===== config.mk =====
export PLATFORM = sky130hd
export DESIGN_NAME = mc_ctrl_fsm_flat
export DESIGN_NICKNAME = d
export VERILOG_FILES = /design/src/rtl/mc_ctrl_fsm_if.sv /design/src/rtl/mc_ctrl_fsm.sv /design/src/flat_wrapper.sv
export SDC_FILE = /design/constraint.sdc
export NUM_CORES = 1
export LEC_CHECK = 0
export BUFFER_PORTS_ARGS = -buffer_cell sky130_fd_sc_hd__buf_4
export CORE_MARGIN = 2
export CORE_UTILIZATION = 44
export CTS_CLUSTER_DIAMETER = 100
export CTS_CLUSTER_SIZE = 16
export DETAILED_ROUTE_END_ITERATION = 8
export GPL_ROUTABILITY_DRIVEN = 0
export GPL_TIMING_DRIVEN = 0
export HOLD_SLACK_MARGIN = 0.02
export MAX_ROUTING_LAYER = met4
export PLACE_DENSITY_LB_ADDON = 0.1
export SLEW_MARGIN = 20
export SYNTH_ARGS = -nofsm -noshare
export SYNTH_HDL_FRONTEND = slang
export SYNTH_SLANG_ARGS = --single-unit
export TNS_END_PERCENT = 30

===== constraint.sdc =====
create_clock -name clk -period 1.5 [get_ports clk]
set_clock_uncertainty 0.05 [all_clocks]
set_input_delay 0.075 -clock clk [delete_from_list [all_inputs] [get_ports clk]]
set_output_delay 0.075 -clock clk [all_outputs]
set_load 0.01 [all_outputs]

===== src/rtl/mc_ctrl_fsm_if.sv =====
// Control bus between the multicycle controller and its datapath.
// master = controller side, slave = datapath side.
interface mc_ctrl_fsm_if #(
    parameter int ST_W = 4
);
    logic [5:0]      opcode;
    logic [5:0]      func;
    logic            mem_ready;

    logic            lorD;
    logic            IRWr;
    logic            PCWr;
    logic            PCWrcond;
    logic            BrNE;
    logic            RegWr;
    logic            ALUSrcA;
    logic            MemWr;
    logic            MemRd;
    logic [1:0]      RegDst;
    logic [1:0]      MemtoReg;
    logic [1:0]      ALUSrcB;
    logic [1:0]      PCsrc;
    logic [2:0]      ALUOp;
    logic [ST_W-1:0] state;
    logic            illegal_op;

    modport master (
        input  opcode, func, mem_ready,
        output lorD, IRWr, PCWr, PCWrcond, BrNE, RegWr, ALUSrcA, MemWr, MemRd,
        output RegDst, MemtoReg, ALUSrcB, PCsrc, ALUOp, state, illegal_op
    );

    modport slave (
        output opcode, func, mem_ready,
        input  lorD, IRWr, PCWr, PCWrcond, BrNE, RegWr, ALUSrcA, MemWr, MemRd,
        input  RegDst, MemtoReg, ALUSrcB, PCsrc, ALUOp, state, illegal_op
    );
endinterface


===== src/rtl/mc_ctrl_fsm.sv =====
// Multicycle MIPS-subset control FSM (Moore), with a per-state wait counter
// that stretches the memory states until the memory reports completion.
module mc_ctrl_fsm #(
    parameter int MEM_WAIT = 0,
    parameter int ST_W     = 4
) (
    input  logic          clk,
    input  logic          rst,
    mc_ctrl_fsm_if.master bus
);

    localparam int CW = (MEM_WAIT > 0) ? $clog2(MEM_WAIT + 1) : 1;
    localparam logic [CW-1:0] WAIT_MAX = CW'(MEM_WAIT);

    localparam logic [5:0] OP_RTYPE = 6'b000000;
    localparam logic [5:0] OP_J     = 6'b000010;
    localparam logic [5:0] OP_JAL   = 6'b000011;
    localparam logic [5:0] OP_BEQ   = 6'b000100;
    localparam logic [5:0] OP_BNE   = 6'b000101;
    localparam logic [5:0] OP_ADDI  = 6'b001000;
    localparam logic [5:0] OP_SLTI  = 6'b001010;
    localparam logic [5:0] OP_ANDI  = 6'b001100;
    localparam logic [5:0] OP_ORI   = 6'b001101;
    localparam logic [5:0] OP_LW    = 6'b100011;
    localparam logic [5:0] OP_SW    = 6'b101011;
    localparam logic [5:0] FN_JR    = 6'b001000;

    typedef enum logic [3:0] {
        S_IF   = 4'd0,
        S_ID   = 4'd1,
        S_MADR = 4'd2,
        S_MRD  = 4'd3,
        S_MWB  = 4'd4,
        S_MWR  = 4'd5,
        S_REX  = 4'd6,
        S_RWB  = 4'd7,
        S_BR   = 4'd8,
        S_J    = 4'd9,
        S_IEX  = 4'd10,
        S_IWB  = 4'd11,
        S_JAL  = 4'd12,
        S_JR   = 4'd13
    } state_e;

    state_e        state_q;
    state_e        state_n;
    logic [CW-1:0] wait_q;
    logic          mem_state;
    logic          mem_done;

    assign mem_state = (state_q == S_IF) || (state_q == S_MRD) || (state_q == S_MWR);
    assign mem_done  = (wait_q == WAIT_MAX) && bus.mem_ready;
    assign bus.state = ST_W'(state_q);

    always_ff @(posedge clk) begin
        if (rst) begin
            state_q <= S_IF;
            wait_q  <= '0;
        end else begin
            state_q <= state_n;
            if (state_n != state_q) begin
                wait_q <= '0;
            end else if (mem_state && (wait_q != WAIT_MAX)) begin
                wait_q <= wait_q + 1'b1;
            end
        end
    end

    always_comb begin
        state_n        = state_q;
        bus.lorD       = 1'b0;
        bus.IRWr       = 1'b0;
        bus.PCWr       = 1'b0;
        bus.PCWrcond   = 1'b0;
        bus.BrNE       = 1'b0;
        bus.RegWr      = 1'b0;
        bus.ALUSrcA    = 1'b0;
        bus.MemWr      = 1'b0;
        bus.MemRd      = 1'b0;
        bus.RegDst     = 2'b00;
        bus.MemtoReg   = 2'b00;
        bus.ALUSrcB    = 2'b01;
        bus.PCsrc      = 2'b00;
        bus.ALUOp      = 3'b000;
        bus.illegal_op = 1'b0;

        case (state_q)
            S_IF: begin
                bus.MemRd = 1'b1;
                if (mem_done) begin
                    bus.IRWr = 1'b1;
                    bus.PCWr = 1'b1;
                    state_n  = S_ID;
                end
            end
            S_ID: begin
                bus.ALUSrcB = 2'b11;
                case (bus.opcode)
                    OP_RTYPE: state_n = (bus.func == FN_JR) ? S_JR : S_REX;
                    OP_LW, OP_SW: state_n = S_MADR;
                    OP_BEQ, OP_BNE: state_n = S_BR;
                    OP_J:   state_n = S_J;
                    OP_JAL: state_n = S_JAL;
                    OP_ADDI, OP_ANDI, OP_ORI, OP_SLTI: state_n = S_IEX;
                    default: begin
                        bus.illegal_op = 1'b1;
                        state_n        = S_IF;
                    end
                endcase
            end
            S_MADR: begin
                bus.ALUSrcA = 1'b1;
                bus.ALUSrcB = 2'b10;
                state_n     = (bus.opcode == OP_SW) ? S_MWR : S_MRD;
            end
            S_MRD: begin
                bus.lorD  = 1'b1;
                bus.MemRd = 1'b1;
                if (mem_done) begin
                    state_n = S_MWB;
                end
            end
            S_MWB: begin
                bus.RegWr    = 1'b1;
                bus.MemtoReg = 2'b01;
                state_n      = S_IF;
            end
            S_MWR: begin
                // The write strobe itself is gated so memory sees exactly one pulse.
                bus.lorD = 1'b1;
                if (mem_done) begin
                    bus.MemWr = 1'b1;
                    state_n   = S_IF;
                end
            end
            S_REX: begin
                bus.ALUSrcA = 1'b1;
                bus.ALUSrcB = 2'b00;
                bus.ALUOp   = 3'b010;
                state_n     = S_RWB;
            end
            S_RWB: begin
                bus.RegWr  = 1'b1;
                bus.RegDst = 2'b01;
                state_n    = S_IF;
            end
            S_BR: begin
                bus.ALUSrcA  = 1'b1;
                bus.ALUSrcB  = 2'b00;
                bus.ALUOp    = 3'b001;
                bus.PCsrc    = 2'b01;
                bus.PCWrcond = 1'b1;
                bus.BrNE     = (bus.opcode == OP_BNE);
                state_n      = S_IF;
            end
            S_J: begin
                bus.PCsrc = 2'b10;
                bus.PCWr  = 1'b1;
                state_n   = S_IF;
            end
            S_IEX: begin
                bus.ALUSrcA = 1'b1;
                bus.ALUSrcB = 2'b10;
                case (bus.opcode)
                    OP_ANDI: bus.ALUOp = 3'b011;
                    OP_ORI:  bus.ALUOp = 3'b100;
                    OP_SLTI: bus.ALUOp = 3'b101;
                    default: bus.ALUOp = 3'b000;
                endcase
                state_n = S_IWB;
            end
            S_IWB: begin
                bus.RegWr = 1'b1;
                state_n   = S_IF;
            end
            S_JAL: begin
                bus.PCsrc    = 2'b10;
                bus.PCWr     = 1'b1;
                bus.RegWr    = 1'b1;
                bus.RegDst   = 2'b10;
                bus.MemtoReg = 2'b10;
                state_n      = S_IF;
            end
            S_JR: begin
                bus.PCsrc = 2'b11;
                bus.PCWr  = 1'b1;
                state_n   = S_IF;
            end
            default: state_n = S_IF;
        endcase

        // Reset masks every side effect combinationally, even before the state register reloads.
        if (rst) begin
            bus.IRWr       = 1'b0;
            bus.PCWr       = 1'b0;
            bus.PCWrcond   = 1'b0;
            bus.RegWr      = 1'b0;
            bus.MemWr      = 1'b0;
            bus.MemRd      = 1'b0;
            bus.illegal_op = 1'b0;
        end
    end

endmodule


===== src/flat_wrapper.sv =====
// flat-port wrapper written by rule: the top's interface ports become plain ports
module mc_ctrl_fsm_flat 
#(
    parameter int MEM_WAIT = 0,
    parameter int ST_W     = 4
)
  (clk, rst, bus_opcode, bus_func, bus_mem_ready, bus_lorD, bus_IRWr, bus_PCWr, bus_PCWrcond, bus_BrNE, bus_RegWr, bus_ALUSrcA, bus_MemWr, bus_MemRd, bus_RegDst, bus_MemtoReg, bus_ALUSrcB, bus_PCsrc, bus_ALUOp, bus_state, bus_illegal_op);
  mc_ctrl_fsm_if #(.ST_W(ST_W)) bus_i ();
  input  logic clk;
  input  logic rst;
  input wire logic [$bits(bus_i.opcode)-1:0] bus_opcode;
  input wire logic [$bits(bus_i.func)-1:0] bus_func;
  input wire logic [$bits(bus_i.mem_ready)-1:0] bus_mem_ready;
  output wire logic [$bits(bus_i.lorD)-1:0] bus_lorD;
  output wire logic [$bits(bus_i.IRWr)-1:0] bus_IRWr;
  output wire logic [$bits(bus_i.PCWr)-1:0] bus_PCWr;
  output wire logic [$bits(bus_i.PCWrcond)-1:0] bus_PCWrcond;
  output wire logic [$bits(bus_i.BrNE)-1:0] bus_BrNE;
  output wire logic [$bits(bus_i.RegWr)-1:0] bus_RegWr;
  output wire logic [$bits(bus_i.ALUSrcA)-1:0] bus_ALUSrcA;
  output wire logic [$bits(bus_i.MemWr)-1:0] bus_MemWr;
  output wire logic [$bits(bus_i.MemRd)-1:0] bus_MemRd;
  output wire logic [$bits(bus_i.RegDst)-1:0] bus_RegDst;
  output wire logic [$bits(bus_i.MemtoReg)-1:0] bus_MemtoReg;
  output wire logic [$bits(bus_i.ALUSrcB)-1:0] bus_ALUSrcB;
  output wire logic [$bits(bus_i.PCsrc)-1:0] bus_PCsrc;
  output wire logic [$bits(bus_i.ALUOp)-1:0] bus_ALUOp;
  output wire logic [$bits(bus_i.state)-1:0] bus_state;
  output wire logic [$bits(bus_i.illegal_op)-1:0] bus_illegal_op;
  assign bus_i.opcode = bus_opcode;
  assign bus_i.func = bus_func;
  assign bus_i.mem_ready = bus_mem_ready;
  assign bus_lorD = bus_i.lorD;
  assign bus_IRWr = bus_i.IRWr;
  assign bus_PCWr = bus_i.PCWr;
  assign bus_PCWrcond = bus_i.PCWrcond;
  assign bus_BrNE = bus_i.BrNE;
  assign bus_RegWr = bus_i.RegWr;
  assign bus_ALUSrcA = bus_i.ALUSrcA;
  assign bus_MemWr = bus_i.MemWr;
  assign bus_MemRd = bus_i.MemRd;
  assign bus_RegDst = bus_i.RegDst;
  assign bus_MemtoReg = bus_i.MemtoReg;
  assign bus_ALUSrcB = bus_i.ALUSrcB;
  assign bus_PCsrc = bus_i.PCsrc;
  assign bus_ALUOp = bus_i.ALUOp;
  assign bus_state = bus_i.state;
  assign bus_illegal_op = bus_i.illegal_op;
  mc_ctrl_fsm #(.MEM_WAIT(MEM_WAIT), .ST_W(ST_W)) u_core (.clk(clk), .rst(rst), .bus(bus_i));
endmodule

==> results.md <==
* Failing checks: setup timing
* Logic pwr share at 37.9%
* Top-level port count at 40
* Most common library cells after synthesis: a21oi_1 (11), nor2_1 (10), nand2_1 (9), nor3_1 (8)
* PortBufs at 35
* CTS H-tree lvls at 1
* Share of cells above drive strength 1 at 55.4%
* Initial drt markers at 23
* CP dominant cell by count: buf_4
* Max-cap viol count at 0
* Root Driver: clkbuf_4
* R2r worst-path depth at 5
* Die Width at 45.1 um
* Clock share of power at 34.9%
* Number of flops mapped to enable cells by yosys at 0
* Vias in the first global route at 947
* Seq/Total Area, Yosys at 13.4%
* Final #Nets at 182
* Fin worst setup slack at -0.282 ns
* Hpwl dp at 1680 um
* PD cells at 367 nW/um2
* Post-Syn Area at 744 um2
* Cell variety after synth at 45
* Status: finished with violations
* Inserted Clock Buffers at 3
* Syn avg cell area at 6.59 um2
* All-Layer GR Usage at 28.1%
* Ys async rst share at 0%
* YS warnings at 0
* Routed WL at 3320 um
* Post-DRT Antenna Nets at 0
* Count leader, synth: a21oi_1
* Critical Path Stages at 5
* Count of final hold-check violations at 0
* P&R area growth vs syn at 83.4%
* Largest delay share family, worst path: simple AND/OR/NAND/NOR gates
* Setup violators final at 14
* Post-route minimum period at 1.78 ns
* CTS tree: yes
* Worst-Skew Late Latency at 0.27 ns
* Seq cells post-synth at 5
* Worst vdd ir at 0.000814 V
* CTS Sinks at 5
* Area of the die at 2040 um2
* Worst-path cell chain: or3_4 > buf_4 > buf_6 > nor4_4 > buf_4
* Final period utilization at 119%
* Via density per instance at 6.24
* Synth top area share at 13.4%
* Top post-synthesis cells by area: dfxtp_1 (13%), a21oi_1 (7.4%), nor3_1 (5.4%)
* Largest net degree at the start of global routing at 11
* Hold WC Path Type: in -> reg
* Drt first pass iters at 4
* Sequential share of power at 27.2%
* Non-filler cells, final at 182
* Most area-hungry cell type in the Yosys netlist: dfxtp_1
* Hold_buf cts at 0
* Type of origin of the critical path: flip-flop
* CTS Buffer Depth at 2
* RSZ-0062 raised after global routing: yes
* CP max FO at 4
* ANT cells at 0
* Total gr overflow at 0
* Fmax achieved at 561 MHz
* DR DRC count at 0
* CP Capture Point: bus_IRWr
* Clock-pin slew on the worst setup and hold paths at 0.06 ns
* Net Sw Power at 0.000172 W
* Post-synthesis cell count at 113
* Routed length per placed instance at 18.2 um
* Switching share of power at 34.2%
* Crit path from: u_core.bus.state[2]
* Syn Nets at 128
* Global-route wire length before repair at 4080 um
* Initial antenna violation count at 0
* Chip height at 45.1 um
* Crit path max-delay cell type: or3_4
* Utilization after layout at 88.6%
* Initial core utilization at 48.3%
* Crit end category: output pin
* Num rows at 14
* Routed via count at 1136
* CP peak stage delay at 0.37 ns
* CORE AREA at 1540 um2
* P_int at 0.000330 W
* Inst Count DP at 164
* Fill cell count at 81
* Arrival time worst endpoint at 1.66 ns
* CP Class: reg -> out
* Synth Flop Type: dfxtp_1
* R2r setup slk at -0.16 ns
* CP required at 1.37 ns
* RR Startpoint: u_core.bus.state[2]
* Max-slew violations at 0
* Worst path buffer plus inverter count at 3
* Leak pwr at 0.570 nW
* Critical R2R Capture: u_core.bus.state[3]
## flip-flops by register name, summed over array words and instances, names as in the netlist
register	flops
u_core.bus.state	4
u_core.wait_q	1
## worst reg2reg max path: cells and delay by family, from the launching register on
kind	cells	cell delay (ns)
simple gates	2	0.61
flops	1	0.36
buf+inv	2	0.26
compound gates	1	0.25
## stage by stage
stage / hold WS (ns) / total power, W / setup TNS [ns] / instance area [um2] / setup slack, ns
after floorplan: 0.198 / 0.000225 / 0 / 749 / 0.00603
after global placement: 0.415 / 0.000278 / -0.199 / 1030 / -0.0758
after detailed placement: 0.409 / 0.000281 / -0.278 / 1030 / -0.0879
after CTS: 0.162 / 0.000445 / -0.851 / 1160 / -0.243
after global routing: 0.191 / 0.000523 / -2.55 / 1370 / -0.312
final: 0.163 / 0.000501 / -1.94 / 1370 / -0.282
## final cells by class
cell class	count	area [um2]	share of cell area, %
Timing Repair Buffer	51	402	29.4
Buffer	10	103	7.52
Tap cell	16	20.0	1.47
Multi-Input combinational cell	94	693	50.8
Sequential cell	5	109	7.97
Clock buffer	4	26.3	1.92
Inverter	2	12.5	0.917
## what timing repair did
item / in CTS / in global routing
setup endpoints to repair: 18 / 20
hold endpoints to repair: 0 / 0
setup buffers: 6 / 10
pin swaps: 4 / 10
resized for setup: 25 / 37
## how the worst min path moves through the flow
stage	from	to	slack, ns	depth (start not counted)
2_1_floorplan	bus_opcode[2]	bus_BrNE	0.20	2
3_3_place_gp	bus_opcode[4]	u_core.bus.state[1]	0.41	4
3_5_place_dp	bus_opcode[4]	u_core.bus.state[1]	0.41	4
4_1_cts	bus_opcode[4]	u_core.bus.state[1]	0.16	4
5_1_grt	bus_opcode[4]	u_core.bus.state[1]	0.19	4
6_report	bus_opcode[4]	u_core.bus.state[1]	0.16	4
## routing by layer
layer  vias up  global-route usage [%]  share of wire (%)
li1        519                       -                  -
met1       522                    32.9                 37
met2        69                    45.7                 50
met3        26                    5.20                7.3
met4         0                    13.5                5.6
met5         -                       -                  0
## layout by cell type (no fill, tap or decap), drive strengths merged, types with 3 or more instances in the layout
master and count:
clkbuf 6, nand4 3, nor2 10, nand2b 6
a21oi 11, o21ai 5, nor3 9, buf 59
nor4 6, nand2 9, dfxtp 5, nor2b 5
## cells by family after synthesis
family | Yosys count | share of synthesized area (%)
compound gates | 27 | 22.2
xor+xnor | 2 | 2.35
buf+inv | 14 | 9.58
flops | 5 | 13.4
mux | 1 | 1.34
other cells | 1 | 0.504
simple gates | 63 | 50.6
## power by group through the flow
stage	sequential, W	clock, W	combinational (W)
floorplan	0.000141	0	0.0000832
global placement	0.000140	0	0.000138
detailed placement	0.000141	0	0.000141
CTS	0.000135	0.000156	0.000154
global route	0.000136	0.000186	0.000201
finish	0.000136	0.000175	0.000190
Note: power is estimated with default switching activity, not from simulation.
